$ cat config.mk
export PLATFORM = sky130hd
export DESIGN_NAME = afifo_pop_streamer
export DESIGN_NICKNAME = d
export VERILOG_FILES = /design/src/rtl/afifo_pop_streamer.sv
export SDC_FILE = /design/constraint.sdc
export NUM_CORES = 1
export LEC_CHECK = 0
export BUFFER_PORTS_ARGS = -buffer_cell sky130_fd_sc_hd__clkbuf_2
export CORE_AREA = 4 4 57 59
export CTS_CLUSTER_DIAMETER = 30
export DETAILED_ROUTE_END_ITERATION = 16
export DIE_AREA = 0 0 61 63
export PLACE_DENSITY = 0.73
export SYNTH_ARGS = -nofsm -noshare
export SYNTH_HDL_FRONTEND = slang
export SYNTH_SLANG_ARGS = --single-unit
$ cat constraint.sdc
create_clock -name Rclk -period 2.7 [get_ports Rclk]
set_input_delay 0.135 -clock Rclk [delete_from_list [all_inputs] [get_ports Rclk]]
set_output_delay 0.135 -clock Rclk [all_outputs]
set_load 0.02 [all_outputs]
$ cat src/rtl/afifo_pop_streamer.sv
// Read-side FIFO consumer: pops while credit allows, captures DataOut one cycle later,
// and presents words on a valid/ready stream through a 2-entry skid buffer.
module afifo_pop_streamer #(
    parameter int DataSize   = 3,
    parameter int CountWidth = 16
) (
    input  logic                  Rclk,
    input  logic                  Rreset,
    input  logic                  Enable,
    input  logic                  empty,
    input  logic [DataSize-1:0]   DataOut,
    output logic                  Pop,
    output logic [DataSize-1:0]   StreamData,
    output logic                  StreamValid,
    input  logic                  StreamReady,
    output logic [CountWidth-1:0] PopCount,
    output logic                  Busy
);

    logic [1:0]          occ;
    logic                inflight;
    logic                valid_q;
    logic [DataSize-1:0] head_q;
    logic [DataSize-1:0] tail_q;
    logic                hs;
    logic [2:0]          credit;
    logic [1:0]          occ_next;

    // credit is next-cycle occupancy; counting hs lets Pop restart on the handshake cycle
    always_comb begin
        hs       = valid_q & StreamReady;
        credit   = {1'b0, occ} + {2'b00, inflight} - {2'b00, hs};
        occ_next = credit[1:0];
        Pop      = Enable & ~empty & ~Rreset & (credit < 3'd2);
    end

    assign StreamValid = valid_q;
    assign StreamData  = head_q;
    assign Busy        = valid_q | inflight;

    always_ff @(posedge Rclk) begin
        if (Rreset) begin
            occ      <= '0;
            inflight <= 1'b0;
            valid_q  <= 1'b0;
            head_q   <= '0;
            tail_q   <= '0;
            PopCount <= '0;
        end else begin
            occ      <= occ_next;
            valid_q  <= (occ_next != 2'd0);
            inflight <= Pop;
            if (Pop)
                PopCount <= PopCount + {{(CountWidth-1){1'b0}}, 1'b1};
            // head is always entry 0; a departing head is refilled from tail or the capture
            case ({inflight, hs})
                2'b10: begin
                    if (occ == 2'd0)
                        head_q <= DataOut;
                    else
                        tail_q <= DataOut;
                end
                2'b01: head_q <= tail_q;
                2'b11: begin
                    if (occ == 2'd1) begin
                        head_q <= DataOut;
                    end else begin
                        head_q <= tail_q;
                        tail_q <= DataOut;
                    end
                end
                default: ;
            endcase
        end
    end

endmodule

**Yosys cells after proc, flatten, opt, wreduce, memory -nomap -nowiden**

Cells that the tools add are included.

- Bits in registers: 26
- Bits of input ports: 8

- Magnitude comparators: 1
- Add/subtract/negate cells: 3
- Reductions and logical operators: 6
- Equal/unequal tests: 7
- Bitwise operators: 7
- Multiplexer cells: 6

Operators by type and width:

| kind | number |
|---|---|
| adder 16 x 1 -> 16 bit, second input constant | 1 |
| two-way mux 3 bit | 4 |
| one-hot mux 3 bit (3 select lines) | 1 |
| inequality test 2 bit, second input constant | 3 |
| one-hot mux 3 bit (2 select lines) | 1 |
| bitwise AND 1 bit | 4 |
| equality test 2 x 1 -> 1 bit, second input constant | 2 |
| equality test 2 bit, second input constant | 2 |
| nonzero test 2 bit | 2 |
| adder 2 x 1 -> 3 bit | 1 |
| less-than comparator 3 x 2 -> 1 bit, second input constant | 1 |
| AND reduction 3 bit | 1 |
| nonzero test 3 bit | 1 |
| subtractor 3 x 1 -> 3 bit | 1 |
| zero test 2 bit | 1 |
| NOT 1 bit | 2 |
| AND reduction 2 bit | 1 |
| bitwise OR 1 bit | 1 |

**Longest topological paths before layout**

Gate-level depths: netlist of the first run.

- Depth in word-level cells: 4
- Depth in mapped cells: 10
- Depth with buffers taken out: 9

**Worst setup path before layout of the first run**

OpenSTA, ideal clock, no wires.

- Path kind: register to register
- From: register valid_q, in the netlist StreamValid
- To: register PopCount[15]
- Stages on the path, launching flop included: 10
- Required time: 2.629 ns
- Data arrival time: 2.698 ns
- Library setup time: 0.071 ns
- Slack: -0.069 ns
- Clock period less this slack: 2.769 ns
- Path through: dfxtp_1 and2_1 ha_1 inv_1 ha_1 fa_1 nor4b_4 nand4_2 or4_1 a21oi_1

- Longest elaborated chain between the ends: 4

RTL lines:

| element | RTL line | source |
|---|---|---|
| start, declared | 22 | `logic valid_q;` |
| start signal, assigned | 51 | `valid_q <= (occ_next != 2'd0);` |
| bitwise AND 1 bit | 31 | `hs = valid_q & StreamReady;` |
| subtractor 3 x 1 -> 3 bit | 32 | `credit = {1'b0, occ} + {2'b00, inflight} - {2'b00, hs};` |
| net credit[1] | 26 | `logic [2:0] credit;` |
| less-than comparator 3 x 2 -> 1 bit | 34 | `Pop = Enable & ~empty & ~Rreset & (credit < 3'd2);` |
| bitwise AND 1 bit | 34 |  |
| end signal, assigned | 54 | `PopCount <= PopCount + {{(CountWidth-1){1'b0}}, 1'b1};` |
| end, declared | 16 | `output logic [CountWidth-1:0] PopCount,` |

The timed path passes the listed nets, and every way through them passes these cells.
A chain may end at the register's enable or synchronous reset.

**Worst setup path in the final report of the first run**

Same ends and word-level chain as after synthesis.

==> run metrics, run 1 <==
required time of the critical path 2.95 ns; Net count, final 194; combined buffer and inverter count along the critical path 1; count of input and output buffers 29; highest fanout seen on the critical path 3; share of layout cells above drive strength 1 32.20%; Syn Inst Count 137; IR drop worst, VDD 378.3 uV; placed wire-length estimate 1907 um; post-synthesis to final-layout area growth 27.08%; pre-CTS setup slack -0.03909 ns; share of async-settable or async-resettable flops after synthesis 0%; number of rows in the core area 19; hold-fix buffer count after cts 0; cell type of the slowest stage on the worst timing path or4_1; Clk pin slew, worst setup/hold paths 0.14 ns; Vias/cell 5.413; TritonCTS clock tree done; Crit path largest cell delay 0.54 ns; Tmin final 2.613 ns; pin count of the biggest net entering global routing 26; Final Hold Vio Count 0; leftover overflow at the end of global routing 0; wire length of the first global-routing pass 4671 um; CTS H-tree lvls 1; total die area 0.003843 mm2; Avg Inst Size Synth 9.206 um2; final critical-path share of the clock period 96.78%; endpoint arrival time on the critical path 2.87 ns; Most Used Layer, Global Route met2; number of global-route vias before repair 1083; detailed-route wire length 2661 um; final worst clock skew 0.005706 ns; register-to-register path setup slack 0.09 ns; RSZ-0062 raised after global routing false; average wire length per cell after detail routing 12.79 um; root buf cell clkbuf_4; leakage power of the design 0.0006533 uW; sort of element at the start of the critical path register; Antenna Nets Post-Route 0; length in cells of the worst reg-to-reg path 9; Initial Util 46.54%; antenna violations before repair 0; maximum number of buffers from clock root to sink 2; placer congestion estimate 0.7921; number of storage elements in the synthesis netlist 26; depth of the worst hold-timing path 3; Main synth FF type dfxtp_1; ports placed on the boundary 30; CP Cell Sequence and2_4 > ha_4 > inv_2 > ha_4 > fa_2 > nor4b_4 > nand4_4 > or4_1 > a21oi_1; path category of the worst min-delay check in2reg; met2 capacity usage during global routing 24.47%; Unique masters post-synth 31; final hold slack 0.06085 ns; cell area after synthesis 0.001261 mm2; Pwr Density 626.2 mW/mm2; type of destination of the critical path register; Rel. slew slack 54.28%; Inserted Diodes 0; number of synthesis warnings 0; number of synthesized flops with an enable pin 0; total stage count of the critical path 9; Area after DPL 0.001459 mm2; later-pin clock latency in the skew report 0.32 ns; f_max 0.3827 GHz; final standard cell utilization of the core 59.14%; area of all placed cells without fillers 0.001603 mm2; delay-heaviest family, CP simple AND/OR/NAND/NOR gates; Post-Syn Nets 153; DRC errors left 0; outcome complete, no violations; starting DRC count in detailed routing 45; Setup violations, final 0; core area 0.002710 mm2; overall die height 63 um; Clock Sink Count 26; type of the worst setup path reg2reg; fill cell total of the finished layout 267; number of max-slew violations in the final report 0; met1 layer usage reported by global route 20.10%; slew of the pin with the lowest slew margin 0.6812 ns; critical path's most frequent cell ha_4; maximum capacitance violations 0; clock buffers created by TritonCTS 3; via count of the routed design 1126; fin worst setup slack 0.08698 ns; horizontal extent of the die 61 um; first-pass detailed-route iteration total 4; sequential element share of the synthesized area 41.27%; overall routing resource usage 15.40%; met3 Track Usage GR 3.306%
==> cell usage after synthesis, types with 2 or more instances <==
library cell | number | area [um2]
a21oi_1 | 9 | 45.04
a221oi_1 | 3 | 26.28
and2_1 | 5 | 31.28
and4_1 | 2 | 17.52
clkbuf_1 | 3 | 11.26
dfxtp_1 | 26 | 520.5
ha_1 | 7 | 87.58
inv_1 | 7 | 26.28
mux2i_1 | 6 | 60.06
nand2_1 | 4 | 15.01
nand2b_1 | 3 | 18.77
nand3_1 | 3 | 15.01
nand4_1 | 5 | 31.28
nor2_1 | 14 | 52.55
nor2b_1 | 3 | 18.77
nor3_1 | 3 | 15.01
o21ai_0 | 9 | 45.04
or2_2 | 2 | 12.51
or3_1 | 8 | 50.05
xnor2_1 | 2 | 17.52
xor2_1 | 3 | 26.28
==> power by group <==
| group | internal (uW) | switching, uW |
|---|---|---|
| logic | 158 | 189 |
| clock network | 82.5 | 116 |
| registers | 424 | 33.5 |
==> worst paths after layout <==
path                start      endpoint
max           StreamValid  PopCount[15]
min            DataOut[1]     tail_q[1]
max reg2reg   StreamValid  PopCount[15]
min reg2reg  PopCount[15]  PopCount[15]
==> what timing repair did <==
item	in CTS	in global routing
pin swaps	9	2
resized for setup	10	4
setup buffers	7	0
setup endpoints to repair	6	15
==> layer usage <==
metal | part of all wire [%] | routed length, um
met5 | 0 | 0
met4 | 0.86 | 23
met2 | 49 | 1312
met1 | 44 | 1174
met3 | 5.7 | 151
==> flip-flops by register name, indices dropped and copies added (netlist names) <==
name and cells:
PopCount 16, StreamData 3, occ 2, StreamValid 1, tail_q 3, inflight 1
==> through the flow <==
step	power [uW]	setup TNS (ns)	std cells
after CTS	1004	-0.09166	208
after global routing	1073	0	208
after detailed placement	766.4	-0.03909	197
final	1004	0	208
after global placement	754.9	0	197
after floorplan	671.8	-0.03664	137
==> cells in the final DEF (no fill, tap or decap), types with 2 or more instances in the layout <==
| master | n |
|---|---|
| or3_1 | 8 |
| nor2b_1 | 3 |
| clkbuf_2 | 28 |
| a21oi_1 | 9 |
| inv_1 | 5 |
| and2_4 | 2 |
| nand3_1 | 3 |
| ha_4 | 2 |
| dfxtp_1 | 24 |
| o21ai_0 | 9 |
| inv_2 | 2 |
| nor3_1 | 3 |
| ha_1 | 5 |
| xnor2_1 | 2 |
| nand4_1 | 5 |
| a221oi_1 | 3 |
| nor2_1 | 14 |
| or2_2 | 2 |
| nand2_1 | 4 |
| clkbuf_4 | 3 |
| xor2_1 | 3 |
| and4_1 | 2 |
| buf_4 | 9 |
| and2_1 | 3 |
| mux2i_1 | 6 |
| nand2b_1 | 3 |
| dfxtp_2 | 2 |
==> cell type report <==
type	count	area (um2)	area share (%)
flip-flops and latches	26	523.0	32.63
clock buffers	4	36.28	2.264
inverters	7	26.28	1.639
well taps	31	38.79	2.420
multi-input cells	101	744.5	46.45
repair buffers	39	234.0	14.60
==> logic make-up (layout without fill, tap and decap cells) <==
| logic type | after synthesis | in the layout | synth area share, % |
|---|---|---|---|
| AOI/OAI and AO/OA | 24 | 24 | 11.11 |
| buffers and inverters | 10 | 50 | 2.977 |
| DFF | 26 | 26 | 41.27 |
| muxes | 6 | 6 | 4.762 |
| xor gates and xnor gates | 6 | 6 | 4.763 |
| adders and majority gates | 8 | 8 | 8.531 |
| and+or+nand+nor | 57 | 57 | 26.59 |
==> worst register-to-register path, delay by kind of cell, from the launching register on <==
family	cells	cell delay, ns
buffers and inverters	1	0.04
AND/OR/NAND/NOR	4	1.18
AO/OA/AOI/OAI	1	0.13
adder cells (fa/ha/maj)	3	0.84
flip-flops	1	0.35
Note: power is estimated with default switching activity, not from simulation.
==> run 2, diff against run 1 <==
--- a/config.mk
+++ b/config.mk
@@ -10,6 +10,7 @@
 export CTS_CLUSTER_DIAMETER = 30
 export DETAILED_ROUTE_END_ITERATION = 16
 export DIE_AREA = 0 0 61 63
+export GPL_TIMING_DRIVEN = 0
 export PLACE_DENSITY = 0.73
 export SYNTH_ARGS = -nofsm -noshare
 export SYNTH_HDL_FRONTEND = slang
==> constraint.sdc (replaced) <==
create_clock -name Rclk -period 2.7 [get_ports Rclk]
set_input_delay 0.405 -clock Rclk [delete_from_list [all_inputs] [get_ports Rclk]]
set_output_delay 0.405 -clock Rclk [all_outputs]
set_load 0.02 [all_outputs]
==> run 2 against run 1 <==
Effect of this change:
- clock-buffer cell count is 1 lower
- utilization is 2.5 points higher
- critical path type is now reg2out
- largest power group unchanged
- flip-flop and latch count stayed put
- non-clock buffer count is 4 higher
- die area stayed put
- total power is 6.1% higher
- critical path depth is 1 lower
- highest routed layer unchanged
- global-route usage is 1.4 points higher
==> run metrics, run 2 (synthesis gave the netlist of run 1 again) <==
type of destination of the critical path output port; met1 layer usage reported by global route 19.26%; f_max 0.3710 GHz; Final Hold Vio Count 0; path category of the worst min-delay check in2reg; number of global-route vias before repair 1188; Tmin final 2.696 ns; final standard cell utilization of the core 61.68%; final worst clock skew 0.004903 ns; IR drop worst, VDD 525.3 uV; final hold slack 0.3399 ns; first-pass detailed-route iteration total 4; overall die height 63 um; met3 Track Usage GR 4.959%; Vias/cell 5.443; outcome complete, no violations; number of rows in the core area 19; overall routing resource usage 16.75%; ports placed on the boundary 30; Rel. slew slack 54.38%; Setup violations, final 0; sort of element at the start of the critical path register; wire length of the first global-routing pass 5071 um; RSZ-0062 raised after global routing true; pre-CTS setup slack -0.3847 ns; later-pin clock latency in the skew report 0.32 ns; final critical-path share of the clock period 99.84%; leftover overflow at the end of global routing 0; DRC errors left 0; register with the most flip-flops PopCount; core area 0.002710 mm2; leakage power of the design 0.0006758 uW; starting DRC count in detailed routing 35; type of the worst setup path reg2out; via count of the routed design 1154; Clk pin slew, worst setup/hold paths 0.14 ns; horizontal extent of the die 61 um; commonest non-fill, non-tap cell in the layout clkbuf_2; Crit path largest cell delay 0.45 ns; hold-fix buffer count after cts 0; CP Cell Sequence and2_4 > ha_4 > inv_2 > ha_4 > fa_2 > nor4b_4 > and2_4 > buf_8; placer congestion estimate 0.8395; maximum number of buffers from clock root to sink 2; number of max-slew violations in the final report 0; highest fanout seen on the critical path 2; required time of the critical path 2.30 ns; fin worst setup slack 0.004318 ns; average wire length per cell after detail routing 13.48 um; Inserted Diodes 0; pin count of the biggest net entering global routing 16; detailed-route wire length 2858 um; flip-flop count of the largest register, all copies and words added 16; slew of the pin with the lowest slew margin 0.6797 ns; Antenna Nets Post-Route 0; Clock Sink Count 26; count of input and output buffers 29; placed wire-length estimate 1970 um; CTS H-tree lvls 1; cell type of the slowest stage on the worst timing path fa_2; Initial Util 46.54%; TritonCTS clock tree done; endpoint arrival time on the critical path 2.29 ns; clock buffers created by TritonCTS 3; most frequent cells in the layout clkbuf_2 (28), dfxtp_1 (24), nor2_1 (14), buf_4 (9), o21ai_0 (8); maximum capacitance violations 0; post-synthesis to final-layout area growth 32.54%; Most Used Layer, Global Route met2; Net count, final 198; root buf cell clkbuf_4; antenna violations before repair 0; share of layout cells above drive strength 1 35.91%; total die area 0.003843 mm2; register-to-register path setup slack 0.08 ns; Pwr Density 637.2 mW/mm2; met2 capacity usage during global routing 29.95%
[run 2: worst paths after layout]
kind | from | end | depth (start not counted)
hold reg to reg | StreamData[0] | StreamData[0] | 2
setup reg to reg | StreamValid | PopCount[8] | 11
setup / recovery | StreamValid | Pop | 8
hold / removal | DataOut[0] | tail_q[0] | 3
[run 2: routing by layer]
layer,share of wire (%),vias to the layer above
li1,-,574
met1,43,550
met2,52,25
met3,5.0,5
met4,0.70,0
met5,0,-
[run 2: stage by stage]
stage / total power (uW) / TNS, ns / cells / cell area (um2)
2_1_floorplan: 672.4 / -0.03664 / 137 / 1265
3_3_place_gp: 737.7 / -2.514 / 197 / 1449
3_5_place_dp: 747.8 / -3.063 / 197 / 1449
4_1_cts: 1066 / -0.1578 / 211 / 1638
5_1_grt: 1129 / -0.08432 / 212 / 1672
6_report: 1065 / 0 / 212 / 1672
[run 2: power breakdown]
group	leakage (uW)	internal, uW	switching (uW)
combinational	0.000436	152	189
sequential	0.000211	424	36.4
clock	0.0000279	150	114
total	0.000676	726	339
[run 2: timing repair]
item                                    CTS  global route
endpoints found under the setup margin   11            11
buffers inserted                         10             1
resized for setup                        15             7
pin swaps                                 9             7
gates cloned                              1             0
[run 2: area by class of cell]
cell class	count	area [um2]
fillers	245	1039
multi-input cells	101	773.2
flip-flops and latches	26	523.0
repair buffers	41	250.2
well taps	31	38.79
clock inverters	1	30.03
inverters	7	26.28
clock buffers	3	22.52
plain buffers	2	7.507
[run 2: worst max-delay path, delay by kind of cell (launching register included)]
family / cells / cell delay [ns]
DFF: 1 / 0.34
and+or+nand+nor: 3 / 0.65
buffers and inverters: 2 / 0.14
adders and majority gates: 3 / 0.84
